===== config.mk =====
export PLATFORM = sky130hd
export DESIGN_NAME = fighter_action_ctrl
export DESIGN_NICKNAME = d
export VERILOG_FILES = /design/src/rtl/fighter_action_ctrl.sv
export SDC_FILE = /design/constraint.sdc
export NUM_CORES = 1
export LEC_CHECK = 0
export ABC_AREA = 1
export BUFFER_PORTS_ARGS = -buffer_cell sky130_fd_sc_hd__buf_2
export CAP_MARGIN = 20
export CELL_PAD_IN_SITES_DETAIL_PLACEMENT = 2
export CELL_PAD_IN_SITES_GLOBAL_PLACEMENT = 2
export CORE_ASPECT_RATIO = 1.25
export CORE_MARGIN = 2
export CORE_UTILIZATION = 28
export CTS_CLUSTER_SIZE = 8
export DETAILED_ROUTE_END_ITERATION = 7
export HOLD_SLACK_MARGIN = 0.02
export PLACE_DENSITY = 0.77
export SYNTH_ARGS = -nofsm -noshare
export SYNTH_HDL_FRONTEND = slang
export SYNTH_SLANG_ARGS = --single-unit

===== constraint.sdc =====
create_clock -name clk -period 1.6 [get_ports clk]
set_input_delay 0.24 -clock clk [delete_from_list [all_inputs] [get_ports clk]]
set_output_delay 0.24 -clock clk [all_outputs]
set_load 0.005 [all_outputs]

===== src/rtl/fighter_action_ctrl.sv =====
// -----------------------------------------------------------------------------
// fighter_action_ctrl
//
// Turns held keyboard keycodes and hit events into per-frame action flags for
// one fighter (punch, jump, crouch, left, right, death). It also tracks health.
// Jump and punch are timed in frames by two small state machines. Death is
// latched until Reset.
//
// Optional feature: define ACTION_INVULN_EN to enable a post-hit
// invulnerability window of INVULN_FRAMES frames.
//
// Ports
//   clk        in   system clock
//   Reset      in   asynchronous reset, active-high
//   frame_clk  in   vsync-rate clock, asynchronous to clk
//   keycode0-3 in   [7:0] held keycode slots (8'h00 = empty)
//   hit        in   one-clk pulse: fighter was struck
//   punch, jump, crouch, left, right, death   out  registered action flags
//   health     out  [3:0] current health
//   invuln     out  invulnerability active (0 when the feature is compiled out)
//
// JUMP_COOL and PUNCH_COOL are expected to be at least 1.
// -----------------------------------------------------------------------------
module fighter_action_ctrl #(
  parameter logic [7:0] KEY_LEFT      = 8'h04,
  parameter logic [7:0] KEY_RIGHT     = 8'h07,
  parameter logic [7:0] KEY_JUMP      = 8'h1A,
  parameter logic [7:0] KEY_CROUCH    = 8'h16,
  parameter logic [7:0] KEY_PUNCH     = 8'h0D,
  parameter int         JUMP_FRAMES   = 12,
  parameter int         JUMP_COOL     = 4,
  parameter int         PUNCH_FRAMES  = 6,
  parameter int         PUNCH_COOL    = 8,
  parameter int         HEALTH_MAX    = 10,
  parameter int         INVULN_FRAMES = 30
) (
  input  logic       clk,
  input  logic       Reset,
  input  logic       frame_clk,
  input  logic [7:0] keycode0,
  input  logic [7:0] keycode1,
  input  logic [7:0] keycode2,
  input  logic [7:0] keycode3,
  input  logic       hit,
  output logic       punch,
  output logic       jump,
  output logic       crouch,
  output logic       left,
  output logic       right,
  output logic       death,
  output logic [3:0] health,
  output logic       invuln
);

  typedef enum logic [1:0] {J_IDLE, J_AIR, J_COOL} jump_state_t;
  typedef enum logic [1:0] {P_IDLE, P_ACT, P_COOL} punch_state_t;

  typedef struct packed {
    logic punch;
    logic jump;
    logic crouch;
    logic left;
    logic right;
  } keys_t;

  // Counters hold "ticks remaining minus one" so that a phase lasts exactly
  // the configured number of ticks after the tick that entered it.
  localparam logic [7:0] J_AIR_LOAD  = 8'(JUMP_FRAMES - 1);
  localparam logic [7:0] J_COOL_LOAD = 8'(JUMP_COOL - 1);
  localparam logic [7:0] P_ACT_LOAD  = 8'(PUNCH_FRAMES - 1);
  localparam logic [7:0] P_COOL_LOAD = 8'(PUNCH_COOL - 1);

  // ---------------------------------------------------------------------------
  // Frame tick: two-flop synchroniser plus one edge-detect flop.
  // ---------------------------------------------------------------------------
  logic [2:0] fsync;
  logic       tick;

  // NOTE: sequential state always uses non-blocking (<=) assignments so every
  // flop samples the pre-edge value of its neighbours.
  always_ff @(posedge clk or posedge Reset) begin
    if (Reset) fsync <= '0;
    else       fsync <= {fsync[1:0], frame_clk};
  end

  assign tick = fsync[1] & ~fsync[2];

  // ---------------------------------------------------------------------------
  // Key decode and press edges (sampled at tick).
  // ---------------------------------------------------------------------------
  function automatic logic key_held(input logic [7:0] code,
                                    input logic [7:0] k0, input logic [7:0] k1,
                                    input logic [7:0] k2, input logic [7:0] k3);
    return (k0 == code) | (k1 == code) | (k2 == code) | (k3 == code);
  endfunction

  keys_t held, held_q, press;

  always_comb begin
    held.punch  = key_held(KEY_PUNCH,  keycode0, keycode1, keycode2, keycode3);
    held.jump   = key_held(KEY_JUMP,   keycode0, keycode1, keycode2, keycode3);
    held.crouch = key_held(KEY_CROUCH, keycode0, keycode1, keycode2, keycode3);
    held.left   = key_held(KEY_LEFT,   keycode0, keycode1, keycode2, keycode3);
    held.right  = key_held(KEY_RIGHT,  keycode0, keycode1, keycode2, keycode3);
  end

  assign press = held & ~held_q;

  always_ff @(posedge clk or posedge Reset) begin
    if (Reset)     held_q <= '0;
    else if (tick) held_q <= held;
  end

  // ---------------------------------------------------------------------------
  // Health, death and the optional invulnerability window.
  // ---------------------------------------------------------------------------
  logic [3:0] health_q;
  logic       death_q;
  logic       kill;       // death is rising or already latched
  logic       counted_hit;

  assign kill = death_q | (health_q == 4'd0);

`ifdef ACTION_INVULN_EN
  logic [7:0] inv_cnt;

  assign counted_hit = hit & ~death_q & (inv_cnt == 8'd0);

  always_ff @(posedge clk or posedge Reset) begin
    if (Reset)                          inv_cnt <= '0;
    else if (counted_hit)               inv_cnt <= 8'(INVULN_FRAMES);
    else if (tick && inv_cnt != 8'd0)   inv_cnt <= inv_cnt - 8'd1;
  end

  assign invuln = (inv_cnt != 8'd0);
`else
  assign counted_hit = hit & ~death_q;
  assign invuln      = 1'b0;
`endif

  always_ff @(posedge clk or posedge Reset) begin
    if (Reset) begin
      health_q <= 4'(HEALTH_MAX);
      death_q  <= 1'b0;
    end else begin
      if (counted_hit && health_q != 4'd0) health_q <= health_q - 4'd1;
      if (health_q == 4'd0)                death_q  <= 1'b1;
    end
  end

  // ---------------------------------------------------------------------------
  // Jump and punch FSMs.
  // ---------------------------------------------------------------------------
  jump_state_t  j_state, j_state_n;
  punch_state_t p_state, p_state_n;
  logic [7:0]   j_cnt, j_cnt_n, p_cnt, p_cnt_n;

  always_ff @(posedge clk or posedge Reset) begin
    if (Reset) begin
      j_state <= J_IDLE;
      p_state <= P_IDLE;
      j_cnt   <= '0;
      p_cnt   <= '0;
    end else begin
      j_state <= j_state_n;
      p_state <= p_state_n;
      j_cnt   <= j_cnt_n;
      p_cnt   <= p_cnt_n;
    end
  end

  // NOTE: every signal written here gets a default first, so no path leaves a
  // value unassigned and no latch is inferred.
  always_comb begin
    j_state_n = j_state;
    j_cnt_n   = j_cnt;
    p_state_n = p_state;
    p_cnt_n   = p_cnt;

    if (tick) begin
      unique case (j_state)
        J_IDLE: if (press.jump) begin
          j_state_n = J_AIR;
          j_cnt_n   = J_AIR_LOAD;
        end
        J_AIR: if (j_cnt == 8'd0) begin
          j_state_n = J_COOL;
          j_cnt_n   = J_COOL_LOAD;
        end else begin
          j_cnt_n = j_cnt - 8'd1;
        end
        J_COOL: if (j_cnt == 8'd0) j_state_n = J_IDLE;
                else               j_cnt_n   = j_cnt - 8'd1;
        default: j_state_n = J_IDLE;
      endcase

      unique case (p_state)
        P_IDLE: if (press.punch) begin
          p_state_n = P_ACT;
          p_cnt_n   = P_ACT_LOAD;
        end
        P_ACT: if (p_cnt == 8'd0) begin
          p_state_n = P_COOL;
          p_cnt_n   = P_COOL_LOAD;
        end else begin
          p_cnt_n = p_cnt - 8'd1;
        end
        P_COOL: if (p_cnt == 8'd0) p_state_n = P_IDLE;
                else               p_cnt_n   = p_cnt - 8'd1;
        default: p_state_n = P_IDLE;
      endcase
    end

    // Death overrides everything: no landing cooldown, nothing in flight.
    if (kill) begin
      j_state_n = J_IDLE;
      j_cnt_n   = '0;
      p_state_n = P_IDLE;
      p_cnt_n   = '0;
    end
  end

  // ---------------------------------------------------------------------------
  // Registered action flags. jump/punch follow the next FSM state so they
  // change on the same edge as the state itself.
  // ---------------------------------------------------------------------------
  keys_t flags;

  always_ff @(posedge clk or posedge Reset) begin
    if (Reset) begin
      flags <= '0;
    end else if (kill) begin
      flags <= '0;
    end else if (tick) begin
      flags.jump   <= (j_state_n == J_AIR);
      flags.punch  <= (p_state_n == P_ACT);
      flags.crouch <= held.crouch & (j_state_n != J_AIR);
      flags.left   <= held.left;
      flags.right  <= held.right;
    end
  end

  assign punch  = flags.punch;
  assign jump   = flags.jump;
  assign crouch = flags.crouch;
  assign left   = flags.left;
  assign right  = flags.right;
  assign death  = death_q;
  assign health = health_q;

endmodule

### Yosys cells after proc, flatten, opt, wreduce, memory -nomap -nowiden

Cells that the tools add are included.

* $add $sub $neg: 3
* equal/unequal tests: 31
* multiplexer cells: 26
* bitwise logic cells: 23
* reduce and logical (&&, ||, !) cells: 12

Operators with widths (count)
* $mux 8: 10
* $eq 8x3->1 const B: 8
* $eq 8x5->1 const B: 8
* $pmux 8 s3: 2
* $eq 8x4->1 const B: 4
* $mux 2: 10
* $logic_not 8->1: 2
* $or 1x1->1: 16
* $sub 8x1->8 const B: 2
* $ne 3x3->1 const B: 4
* $pmux 2 s3: 2
* $reduce_bool 4->1: 3
* $mux 5: 2
* $eq 2x1->1 const B: 4
* $reduce_and 4->1: 2
* $and 5x5->5: 1
* $not 5->5: 1
* $eq 2x2->1 const B: 2
* $logic_not 2->1: 2
* $logic_not 4->1: 1
* $sub 4x1->4 const B: 1
* $and 1x1->1: 3
* $ne 2x1->1 const B: 1
* $not 1->1: 2
* 2 further kinds: 2

* register bits after elaboration: 38
* input port bits: 36
* output and inout bits: 11
* word-level logic and storage cells: 112

### Longest topological paths before layout

Gate-level depths: netlist of run 1.

* depth after elaboration: 13
* depth in mapped cells: 13
* gate-level depth less buffers: 13

### Least setup slack after synthesis of run 1

No wires, ideal clock.

* path kind: register to register
* start point: register health_q[1] (netlist: health[1])
* end point: register j_cnt[2]
* setup time: 0.083 ns
* data arrival time: 1.652 ns
* required time: 1.517 ns
* setup slack: -0.135 ns
* stages on the path, launching flop included: 12
* buffers on the path: 1
* path through: dfstp_2 -> inv_1 -> ha_1 -> nand2_1 -> nand2_4 -> inv_1 -> buf_4 -> nand2_4 -> a21oi_1 -> nor3b_1 -> nand2_1 -> o21ai_0

* longest elaborated chain between the ends: 4
* elaborated cells on any way between the ends: 8
* those cells by class: eq/ne (2); mux (1); bitwise (1); reduce/logical (4)

Ends and longest elaborated chain
* start, declared: line 117 `logic [3:0] health_q;`
* start signal, assigned: line 143 `health_q <= 4'(HEALTH_MAX);`
* start signal, assigned: line 146 `if (counted_hit && health_q != 4'd0) health_q <= health_q - 4'd1;`
* $logic_not 4->1 (*): line 122 `assign kill = death_q | (health_q == 4'd0);`
* $or 1x1->1 (*): line 122
* $ne 3x3->1 (no source line), or another cell as far along
* $reduce_and 4->1 (no source line)
* end signal, assigned: line 167 `j_cnt <= j_cnt_n;`
* end, declared: line 156 `logic [7:0] j_cnt, j_cnt_n, p_cnt, p_cnt_n;`

Mark *: on every way between the ends. The rest lies on a longest branch, timed or not.
A chain may end at the register's enable or synchronous reset.

### Worst setup path after layout of run 1

* start point: register health_q[1] (netlist: health[1])
* end point: register, netlist name jump

* longest elaborated chain between the ends: 6
* elaborated cells on any way between the ends: 7
* those cells by class: eq/ne (1); mux (3); bitwise (1); reduce/logical (2)

Ends and longest elaborated chain
* $logic_not 4->1: line 122
* $or 1x1->1: line 122
* $mux 2: line 215 `if (kill) begin`
* net j_state_n[0]: line 154 `jump_state_t j_state, j_state_n;`
* $eq 2x1->1: line 235 `flags.jump <= (j_state_n == J_AIR);`
* $mux 5: line 234 `end else if (tick) begin`
* $mux 5: line 232 `end else if (kill) begin`

The timed path passes the listed nets, and every way through them passes these cells. The select of a mux whose other input is x is not followed.

==> results_dict.tcl, run 1 <==
set metrics [dict create \
    status "complete, but fails checks" \
    violations "setup timing" \
    fin_nets 547 \
    setup_viol 28 \
    die-area_um2 9760 \
    cap_violations 0 \
    netSwitchingPower_mw 0.499 \
    area_delta_synth_final_pct 65.9 \
    drt_iter0_drc 93 \
    fmax_mhz 522 \
    grt_pass1_wl_um 18800 \
    crit_fanout 6 \
    antenna_left 0 \
    r2r_end "jump$_DFFE_PP0N_" \
    antenna_cells 0 \
    cts_inserted_buffers 5 \
    seq_power_share_pct 50.7 \
    dp_hpwl_um 7770 \
    tritoncts "yes" \
    yosysMostFrequentCell "nand2_1" \
    leakage_nw 2.02 \
    drv_slew 0 \
    grt_pass1_vias 3602 \
    powerDensity_nw_per_um2 421 \
    crit_cells 11 \
    path_class "register to register" \
    track_usage_pct 25.9 \
    p_clk_share_pct 39.2 \
    nFillCells 1005 \
    hold_class "primary input to register" \
    fin_ws_ns -0.317 \
    synth-seq-cells 35 \
    synth_commonest_cells "88 x nand2_1, 57 x nor2_1, 50 x inv_1, 33 x dfrtp_1, 22 x nand3_1" \
    ir_worst_vdd_v 0.000274 \
    finClkSkew_ns 0.0254 \
    via_count 3227 \
    tightest_slew_ns 0.513 \
    design_area_um2 4170 \
    cp_slowest_cell "dfstp_2" \
    overflow 0 \
    r2r_slack_ns -0.32 \
    arrival_ns 2.14 \
    ys_types 38 \
    max_slew_margin_pct 65.8 \
    core-area_um2 8700 \
    hold_buffers 0 \
    rsz0062_at_grt "yes" \
    synth_edf_count 0 \
    vias_per_cell 5.20 \
    clk_path_buf_depth 2 \
    initial_core_util_pct 28.9 \
    gp_congestion 0.767 \
    hold_end "fsync[0]$_DFF_PP0_" \
    syn-instance-count 360 \
    yosys.area_share.xor_xnor_pct 3.48 \
    synthesis.nets 407 \
    dpl_cell_area_um2 3350 \
    report.final.hold_viol_count 0 \
    required_ns 1.82 \
    yosys.area.top_type "dfrtp_1" \
    die_h_um 110 \
    drive_above_1_share_pct 48.9 \
    cts.reportedPaths.clkPinSlew_ns 0.10 \
    synth_ff_type "dfrtp_1" \
    htreeDepth 2 \
    syn-cell-area_um2 2510 \
    cts-root-buf "clkbuf_8" \
    hold_path_depth 1 \
    reg2reg_depth 11 \
    start_kind "register" \
    critPathTopFamily "flip-flops" \
    grt_max_degree 36 \
    synth_top_area_share_pct 32.8 \
    r2r-start "health[1]$_DFFE_PP1P_" \
    rows 38 \
    ys_top_cells_by_area "dfrtp_1 33%, nand2_1 13%, nor2_1 8.5%" \
    wirelength_um 13900 \
    cts_sinks 35 \
    drcViolationCount 0 \
    synth_compound_area_share_pct 9.25 \
    critPathBufInv 4 \
    synth_fa_ha_area_share_pct 5.47 \
    die_w_um 88.8 \
    clk-insertion-delay-late_ns 0.31 \
    routedWlPerCell_um 22.4 \
    pwr-share-comb_pct 10.1 \
    finalCritPeriodShare_pct 120 \
    avgSynthCellArea_um2 6.99 \
    critical_path.cell_chain "inv_2 > ha_4 > nand2_4 > nand2_8 > inv_8 > buf_6 > nand2_2 > a21oi_4 > buf_4 > nand4_1 > nand2_1" \
    synth_top_family_by_area "simple AND/OR/NAND/NOR gates" \
    min_period_ns 1.92 \
    io_buffers 45 \
    yosys.area_share.simple_pct 37.6 \
    power.internal_mw 1.26 \
    critPathCaptureType "register" \
    switching_share_pct 28.4 \
    synthMuxAreaShare_pct 0 \
    max_stage_delay_ns 0.57 \
    yosysSeqAreaShare_pct 34.9 \
    async_flop_share_pct 100 \
    io_pins 47 \
    antenna_found_initial 0 \
    drtPass1Iterations 4 \
    hold_start "frame_clk" \
    yosys_warnings 0 \
    p_total_mw 1.76 \
]
power groups by stage:
stage               registers [mW]  clock network [mW]  logic (mW)
floorplan                    0.908                   0      0.0652
global placement             0.908                   0       0.149
detailed placement           0.909                   0       0.158
CTS                          0.892               0.658       0.160
global route                 0.892               0.721       0.196
finish                       0.892               0.689       0.178
worst max-delay path by stage:
stage	from	to	slack (ns)
4_1_cts	health[1]$_DFFE_PP1P_	punch$_DFFE_PP0N_	-0.15
2_1_floorplan	health[1]$_DFFE_PP1P_	p_cnt[5]$_DFFE_PP0P_	-0.05
3_3_place_gp	p_cnt[0]$_DFFE_PP0P_	punch$_DFFE_PP0N_	-0.17
3_5_place_dp	p_cnt[0]$_DFFE_PP0P_	punch$_DFFE_PP0N_	-0.27
5_1_grt	health[1]$_DFFE_PP1P_	j_cnt[2]$_DFFE_PP0P_	-0.41
6_report	health[1]$_DFFE_PP1P_	jump$_DFFE_PP0N_	-0.32
metrics by stage:
| stage | util, % | std cells | setup TNS (ns) | worst slack, ns | hold slack [ns] |
|---|---|---|---|---|---|
| 6_report | 48.0 | 621 | -5.13 | -0.317 | 0.0307 |
| 5_1_grt | 48.0 | 621 | -6.84 | -0.412 | 0.0281 |
| 4_1_cts | 43.7 | 609 | -1.95 | -0.148 | 0.0424 |
| 3_5_place_dp | 38.5 | 584 | -4.41 | -0.266 | 0.347 |
| 3_3_place_gp | 38.5 | 584 | -1.61 | -0.170 | 0.338 |
| 2_1_floorplan | - | 360 | -0.300 | -0.0461 | 0.271 |
worst reg2reg max path, cell delays in order (launching register included):
cell	delay [ns]
dfstp_2	0.57
inv_2	0.07
ha_4	0.17
nand2_4	0.10
nand2_8	0.10
inv_8	0.09
buf_6	0.12
nand2_2	0.09
a21oi_4	0.17
buf_4	0.15
nand4_1	0.09
nand2_1	0.12
cells in the final DEF (no fill, tap or decap), types with 5 or more instances in the layout:
master and n:
a21oi_2 5, buf_2 45, buf_4 83, buf_6 6, clkbuf_8 5, dfrtp_1 32
ha_1 5, inv_1 36, inv_2 11, nand2_1 64, nand2_2 17, nand2_4 8
nand3_1 16, nand3_2 6, nand3_4 5, nand4_1 11, nor2_1 49, nor2_2 7
nor2_4 6, o21ai_1 12, xor2_1 6
cells by family (layout without fill, tap and decap cells):
| group | after synthesis | after routing |
|---|---|---|
| other cells | 1 | 1 |
| simple gates | 208 | 210 |
| flops | 35 | 35 |
| xor+xnor | 10 | 10 |
| buf+inv | 55 | 194 |
| fa+ha+maj | 11 | 11 |
| compound gates | 40 | 40 |
layout make-up:
cell class	count	area, µm²	area share, %
inverter	51	211	5.07
tap	120	150	3.60
sequential	35	880	21.1
clock buffer	6	72.6	1.74
timing repair buffer	135	936	22.4
clock inverter	2	12.5	0.300
multi-input combinational	272	1910	45.8
routing by layer:
layer / vias to the layer above / GRT usage, % / wire length [µm]
li1: 1440 / - / -
met1: 1616 / 25.4 / 4800
met2: 120 / 52.3 / 7810
met3: 51 / 3.30 / 423
met4: 0 / 11.3 / 856
met5: - / 0 / 0
timing repair:
| item | CTS | global route |
|---|---|---|
| setup buffers | 15 | 14 |
| pin swaps | 21 | 37 |
| setup endpoints to repair | 25 | 25 |
| gates cloned | 2 | 0 |
| gates resized for setup | 65 | 67 |
registers in the layout, summed over array words and instances (netlist names):
signal	flops
jump	1
crouch	1
death	1
fsync	3
j_state	2
j_cnt	8
left	1
health	4
p_state	2
right	1
held_q	2
punch	1
p_cnt	8
(Power assumes the default switching activity.)
==> inputs of run 2 (changes only) <==
--- a/config.mk
+++ b/config.mk
@@ -15,8 +15,9 @@
 export CORE_UTILIZATION = 28
 export CTS_CLUSTER_SIZE = 8
 export DETAILED_ROUTE_END_ITERATION = 7
-export HOLD_SLACK_MARGIN = 0.02
+export HOLD_SLACK_MARGIN = 0.1
 export PLACE_DENSITY = 0.77
+export SETUP_SLACK_MARGIN = 0.02
 export SYNTH_ARGS = -nofsm -noshare
 export SYNTH_HDL_FRONTEND = slang
 export SYNTH_SLANG_ARGS = --single-unit
==> run 2 against run 1 <==
Against the previous run:
- combinational power shrank 3%
- core utilization is 0.19 points lower
- clock power fell by 0.9%
- fmax increased by 5.9%
- worst setup slack improved by 0.11 ns
- the run still ends with setup timing left
- critical path depth shrank 4
==> results_dict.tcl, run 2 (same netlist as run 1, synthesis figures left out) <==
set metrics [dict create \
    status "complete, but fails checks" \
    violations "setup timing" \
    track_usage_pct 27.0 \
    dp_hpwl_um 7620 \
    die_h_um 110 \
    crit_fanout 7 \
    report.final.hold_viol_count 0 \
    critical_path.cell_chain "inv_1 > ha_1 > o41ai_4 > inv_2 > nand3_4 > nand2_1 > o21ai_1" \
    cts-root-buf "clkbuf_8" \
    core-area_um2 8700 \
    grt_use_met2_pct 54.9 \
    layout_common_cells "83 x buf_4, 68 x nand2_1, 49 x nor2_1, 45 x buf_2, 37 x inv_1" \
    powerDensity_nw_per_um2 420 \
    nFillCells 994 \
    antenna_left 0 \
    rows 38 \
    wirelength_um 13000 \
    cts_inserted_buffers 5 \
    multi_input_area_um2 1900 \
    top_usage_layer "met2" \
    ir_worst_vdd_v 0.000223 \
    min_period_ns 1.81 \
    drt_iter0_drc 113 \
    clk_path_buf_depth 2 \
    hold_class "primary input to register" \
    drive_above_1_share_pct 48.1 \
    area_delta_synth_final_pct 65.3 \
    path_class "register to register" \
    critPathCaptureType "register" \
    clk-insertion-delay-late_ns 0.30 \
    finClkSkew_ns 0.00518 \
    cap_violations 0 \
    cts.reportedPaths.clkPinSlew_ns 0.08 \
    drv_slew 0 \
    tightest_slew_ns 0.519 \
    cts_sinks 35 \
    vias_per_cell 4.94 \
    tritoncts "yes" \
    drtPass1Iterations 4 \
    io_pins 47 \
    via_count 3069 \
    die_w_um 88.8 \
    routedWlPerCell_um 21.0 \
    fmax_mhz 552 \
    max_slew_margin_pct 65.4 \
    rsz0062_at_grt "yes" \
    htreeDepth 2 \
    fin_nets 547 \
    grt_pass1_wl_um 19600 \
    arrival_ns 2.04 \
    grt_max_degree 36 \
    required_ns 1.83 \
    met1_usage_pct 26.6 \
    gp_congestion 0.769 \
    cp_slowest_cell "dfrtp_1" \
    io_buffers 45 \
    grt_pass1_vias 3716 \
    antenna_cells 0 \
    p_total_mw 1.75 \
    seqCellArea_um2 880 \
    finalCritPeriodShare_pct 113 \
    overflow 0 \
    critPathTopFamily "compound AO/OA/AOI/OAI gates" \
    antenna_found_initial 0 \
    layout_commonest_cell "buf_4" \
    leakage_nw 2.00 \
    setup_tns_ns -2.71 \
    initial_core_util_pct 28.9 \
    use_met3_pct 3.53 \
    start_kind "register" \
    fin_ws_ns -0.211 \
    drcViolationCount 0 \
    max_stage_delay_ns 0.46 \
    setup_viol 21 \
    critPathBufInv 2 \
    worst_hold_slack_ns 0.329 \
    die-area_um2 9760 \
]
run 2: cell types whose count changed in the layout (fill, tap and decap cells not counted), sizes merged:
cell	delta
clkinvlp	-1
nand2	-1
clkinv	-1
buf	-1
dlygate4sd3	+2
clkbuf	+2
run 2: metal layers:
layer | vias to the layer above | share of wire [%]
li1 | 1437 | -
met1 | 1535 | 35
met2 | 69 | 59
met3 | 28 | 1.9
met4 | 0 | 4.0
met5 | - | 0
run 2: layout make-up:
type	instances	area share [%]
Multi-Input combinational cell	271	45.7
Inverter	51	4.97
Timing Repair Buffer	136	22.6
Tap cell	120	3.61
Clock buffer	8	1.93
Sequential cell	35	21.2
run 2: path summary, 6_finish.rpt:
kind                                      start                    end  slack (ns)  cells after the start
max reg2reg                p_state[1]$_DFF_PP0_   p_cnt[3]$_DFFE_PP0P_       -0.21                      7
min reg2reg                  fsync[0]$_DFF_PP0_     fsync[1]$_DFF_PP0_        0.38                      0
max in group asynchronous                 Reset   p_state[0]$_DFF_PP0_        0.61                      4
min                                         hit  health[1]$_DFFE_PP1P_        0.33                      4
min in group asynchronous                 Reset   p_cnt[1]$_DFFE_PP0P_        0.60                      4
max                        p_state[1]$_DFF_PP0_   p_cnt[3]$_DFFE_PP0P_       -0.21                      7
run 2: what timing repair did:
| item | 4_1_cts | 5_1_grt |
|---|---|---|
| buffers inserted | 17 | 7 |
| gates cloned | 1 | 0 |
| hold buffers | 2 | 0 |
| endpoints found under the hold margin | 34 | 0 |
| endpoints found under the setup margin | 24 | 27 |
| resized for setup | 79 | 42 |
| pin swaps | 18 | 10 |
run 2: tightest hold or removal path, cell delays in order:
cell and delay [ns]:
buf_2 0.13, nand2_8 0.08, buf_4 0.11, o21ai_1 0.06
run 2: stage by stage:
step | setup WS (ns) | cells | area, µm² | util [%]
6_report | -0.211 | 621 | 4160 | 47.8
5_1_grt | -0.288 | 621 | 4160 | 47.8
4_1_cts | -0.0982 | 614 | 3940 | 45.2
3_5_place_dp | -0.292 | 586 | 3370 | 38.7
3_3_place_gp | -0.132 | 586 | 3370 | 38.7
2_1_floorplan | -0.0461 | 360 | 2550 | -
run 2: power breakdown:
group / internal (mW) / switching [mW] / leakage [nW]
clock network: 0.311 / 0.372 / 0.0395
registers: 0.889 / 0.00280 / 0.468
logic: 0.0681 / 0.104 / 1.49
total: 1.27 / 0.479 / 2.00
==> inputs of run 3 (changes only) <==
--- a/config.mk
+++ b/config.mk
@@ -12,11 +12,12 @@
 export CELL_PAD_IN_SITES_GLOBAL_PLACEMENT = 2
 export CORE_ASPECT_RATIO = 1.25
 export CORE_MARGIN = 2
-export CORE_UTILIZATION = 28
+export CORE_UTILIZATION = 29
+export CTS_BUF_LIST = sky130_fd_sc_hd__clkbuf_8
 export CTS_CLUSTER_SIZE = 8
 export DETAILED_ROUTE_END_ITERATION = 7
 export HOLD_SLACK_MARGIN = 0.1
-export PLACE_DENSITY = 0.77
+export PLACE_DENSITY = 0.79
 export SETUP_SLACK_MARGIN = 0.02
 export SYNTH_ARGS = -nofsm -noshare
 export SYNTH_HDL_FRONTEND = slang
==> run 3 against run 2 <==
Against the previous run:
- non-clock buffer count down 2
- the run still ends with setup timing left
- clock-buffer cell count down 1
- highest routed layer unchanged
- fmax down 4.8%
- worst hold slack better by 0.042 ns
- design area down 2.8%
- first-iteration DRC count down 46%
- core utilization down 0.58 points
- clock power up 17%
- flip-flop and latch count unchanged
==> results_dict.tcl, run 3 (same netlist as run 1, synthesis figures left out) <==
set metrics [dict create \
    status "complete, but fails checks" \
    violations "setup timing" \
    cts.reportedPaths.clkPinSlew_ns 0.10 \
    ir_worst_vdd_v 0.000259 \
    fin_ws_ns -0.302 \
    dp_hpwl_um 7870 \
    cp_slowest_cell "dfrtp_1" \
    vias_per_cell 5.19 \
    report.final.hold_viol_count 0 \
    max_stage_delay_ns 0.46 \
    track_usage_pct 26.1 \
    rows 38 \
    die_w_um 87.3 \
    drt_iter0_drc 61 \
    drive_above_1_share_pct 47.0 \
    critPathCaptureType "register" \
    cts_sinks 35 \
    top_usage_layer "met2" \
    arrival_ns 2.16 \
    max_slew_margin_pct 64.8 \
    layout_common_cells "83 x buf_4, 73 x nand2_1, 46 x nor2_1, 45 x buf_2, 34 x inv_1" \
    dp.cells 565 \
    initial_core_util_pct 29.4 \
    finClkSkew_ns 0.0187 \
    powerDensity_nw_per_um2 463 \
    start_kind "register" \
    critPathTopFamily "simple AND/OR/NAND/NOR gates" \
    grt_pass1_wl_um 18700 \
    io_pins 47 \
    grt_use_met2_pct 52.3 \
    design_area_um2 4040 \
    htreeDepth 2 \
    use_met3_pct 2.90 \
    critical_path.cell_chain "inv_1 > nor2_4 > clkinvlp_4 > nor2_4 > inv_2 > or2_4 > a21oi_4 > nand3_2 > nand2_2" \
    required_ns 1.86 \
    final_core_util_pct 47.2 \
    tightest_slew_ns 0.528 \
    crit_fanout 4 \
    area_delta_synth_final_pct 60.6 \
    layout_commonest_cell "buf_4" \
    setup_viol 26 \
    drcViolationCount 0 \
    cap_violations 0 \
    grt_pass1_vias 3601 \
    core-area_um2 8560 \
    grt_max_degree 36 \
    overflow 0 \
    die-area_um2 9440 \
    gp_congestion 0.790 \
    fmax_mhz 526 \
    leakage_nw 2.00 \
    cts-root-buf "clkbuf_8" \
    finalCritPeriodShare_pct 119 \
    io_buffers 45 \
    path_class "register to register" \
    dpl_cell_area_um2 3340 \
    tritoncts "yes" \
    met1_usage_pct 25.4 \
    via_count 3113 \
    drv_slew 0 \
    cpMostUsedCell "nor2_4" \
    fin_nets 546 \
    antenna_cells 0 \
    hold_class "register to register" \
    antenna_left 0 \
    die_h_um 108 \
    clk-insertion-delay-late_ns 0.31 \
    critPathBufInv 3 \
    cts_inserted_buffers 5 \
    min_period_ns 1.90 \
    routedWlPerCell_um 23.5 \
    antenna_found_initial 0 \
    final_cells 600 \
    clk_path_buf_depth 2 \
    drtPass1Iterations 4 \
    wirelength_um 14100 \
    rsz0062_at_grt "yes" \
]
[run 3: changes by cell type in the layout (fill, tap and decap cells not counted), moves of 4 or more]
cell	before	now
nand2_2	14	10
nor3_2	5	1
nor2_2	5	11
nand3_1	14	19
nand2_1	68	73
[run 3: what timing repair did]
action | 4_1_cts | 5_1_grt
pin swaps | 13 | 34
endpoints found under the hold margin | 34 | 0
setup endpoints to repair | 25 | 26
gates cloned | 1 | 1
hold buffers | 2 | 0
resized for setup | 38 | 66
buffers inserted | 11 | 13
[run 3: worst paths after layout]
path / startpoint / to / slack (ns) / depth (start not counted)
min in group asynchronous: Reset / fsync[2]$_DFF_PP0_ / 0.60 / 4
min reg2reg: fsync[0]$_DFF_PP0_ / fsync[1]$_DFF_PP0_ / 0.37 / 0
max reg2reg: fsync[1]$_DFF_PP0_ / punch$_DFFE_PP0N_ / -0.30 / 9
min: fsync[0]$_DFF_PP0_ / fsync[1]$_DFF_PP0_ / 0.37 / 0
max in group asynchronous: Reset / p_state[0]$_DFF_PP0_ / 0.60 / 4
max: fsync[1]$_DFF_PP0_ / punch$_DFFE_PP0N_ / -0.30 / 9
[run 3: power breakdown]
part | internal, mW | switching, mW | total, mW
clock | 0.393 | 0.406 | 0.799
sequential | 0.889 | 0.00524 | 0.894
combinational | 0.0682 | 0.107 | 0.175
total | 1.35 | 0.518 | 1.87
[run 3: per-stage QoR]
stage / TNS [ns] / worst slack [ns] / hold slack, ns / power [mW]
global placement: -1.23 / -0.118 / 0.337 / 1.06
CTS: -2.19 / -0.166 / 0.370 / 1.82
floorplan: -0.300 / -0.0461 / 0.271 / 0.973
global route: -6.83 / -0.354 / 0.385 / 1.92
detailed placement: -4.16 / -0.259 / 0.350 / 1.07
finish: -4.83 / -0.302 / 0.370 / 1.87
[run 3: metal layers]
metal	vias to the layer above	routed length (µm)
met1	1552	5000
met2	87	8150
li1	1434	-
met4	0	568
met3	40	386
met5	-	0
[run 3: layout make-up]
class                      instances  area [µm²]
fill                             944        4520
multi-input combinational        272        1820
timing repair buffer             134         913
sequential                        35         880
inverter                          51         200
tap                              100         125
clock buffer                       7        96.3
clock inverter                     1        7.51
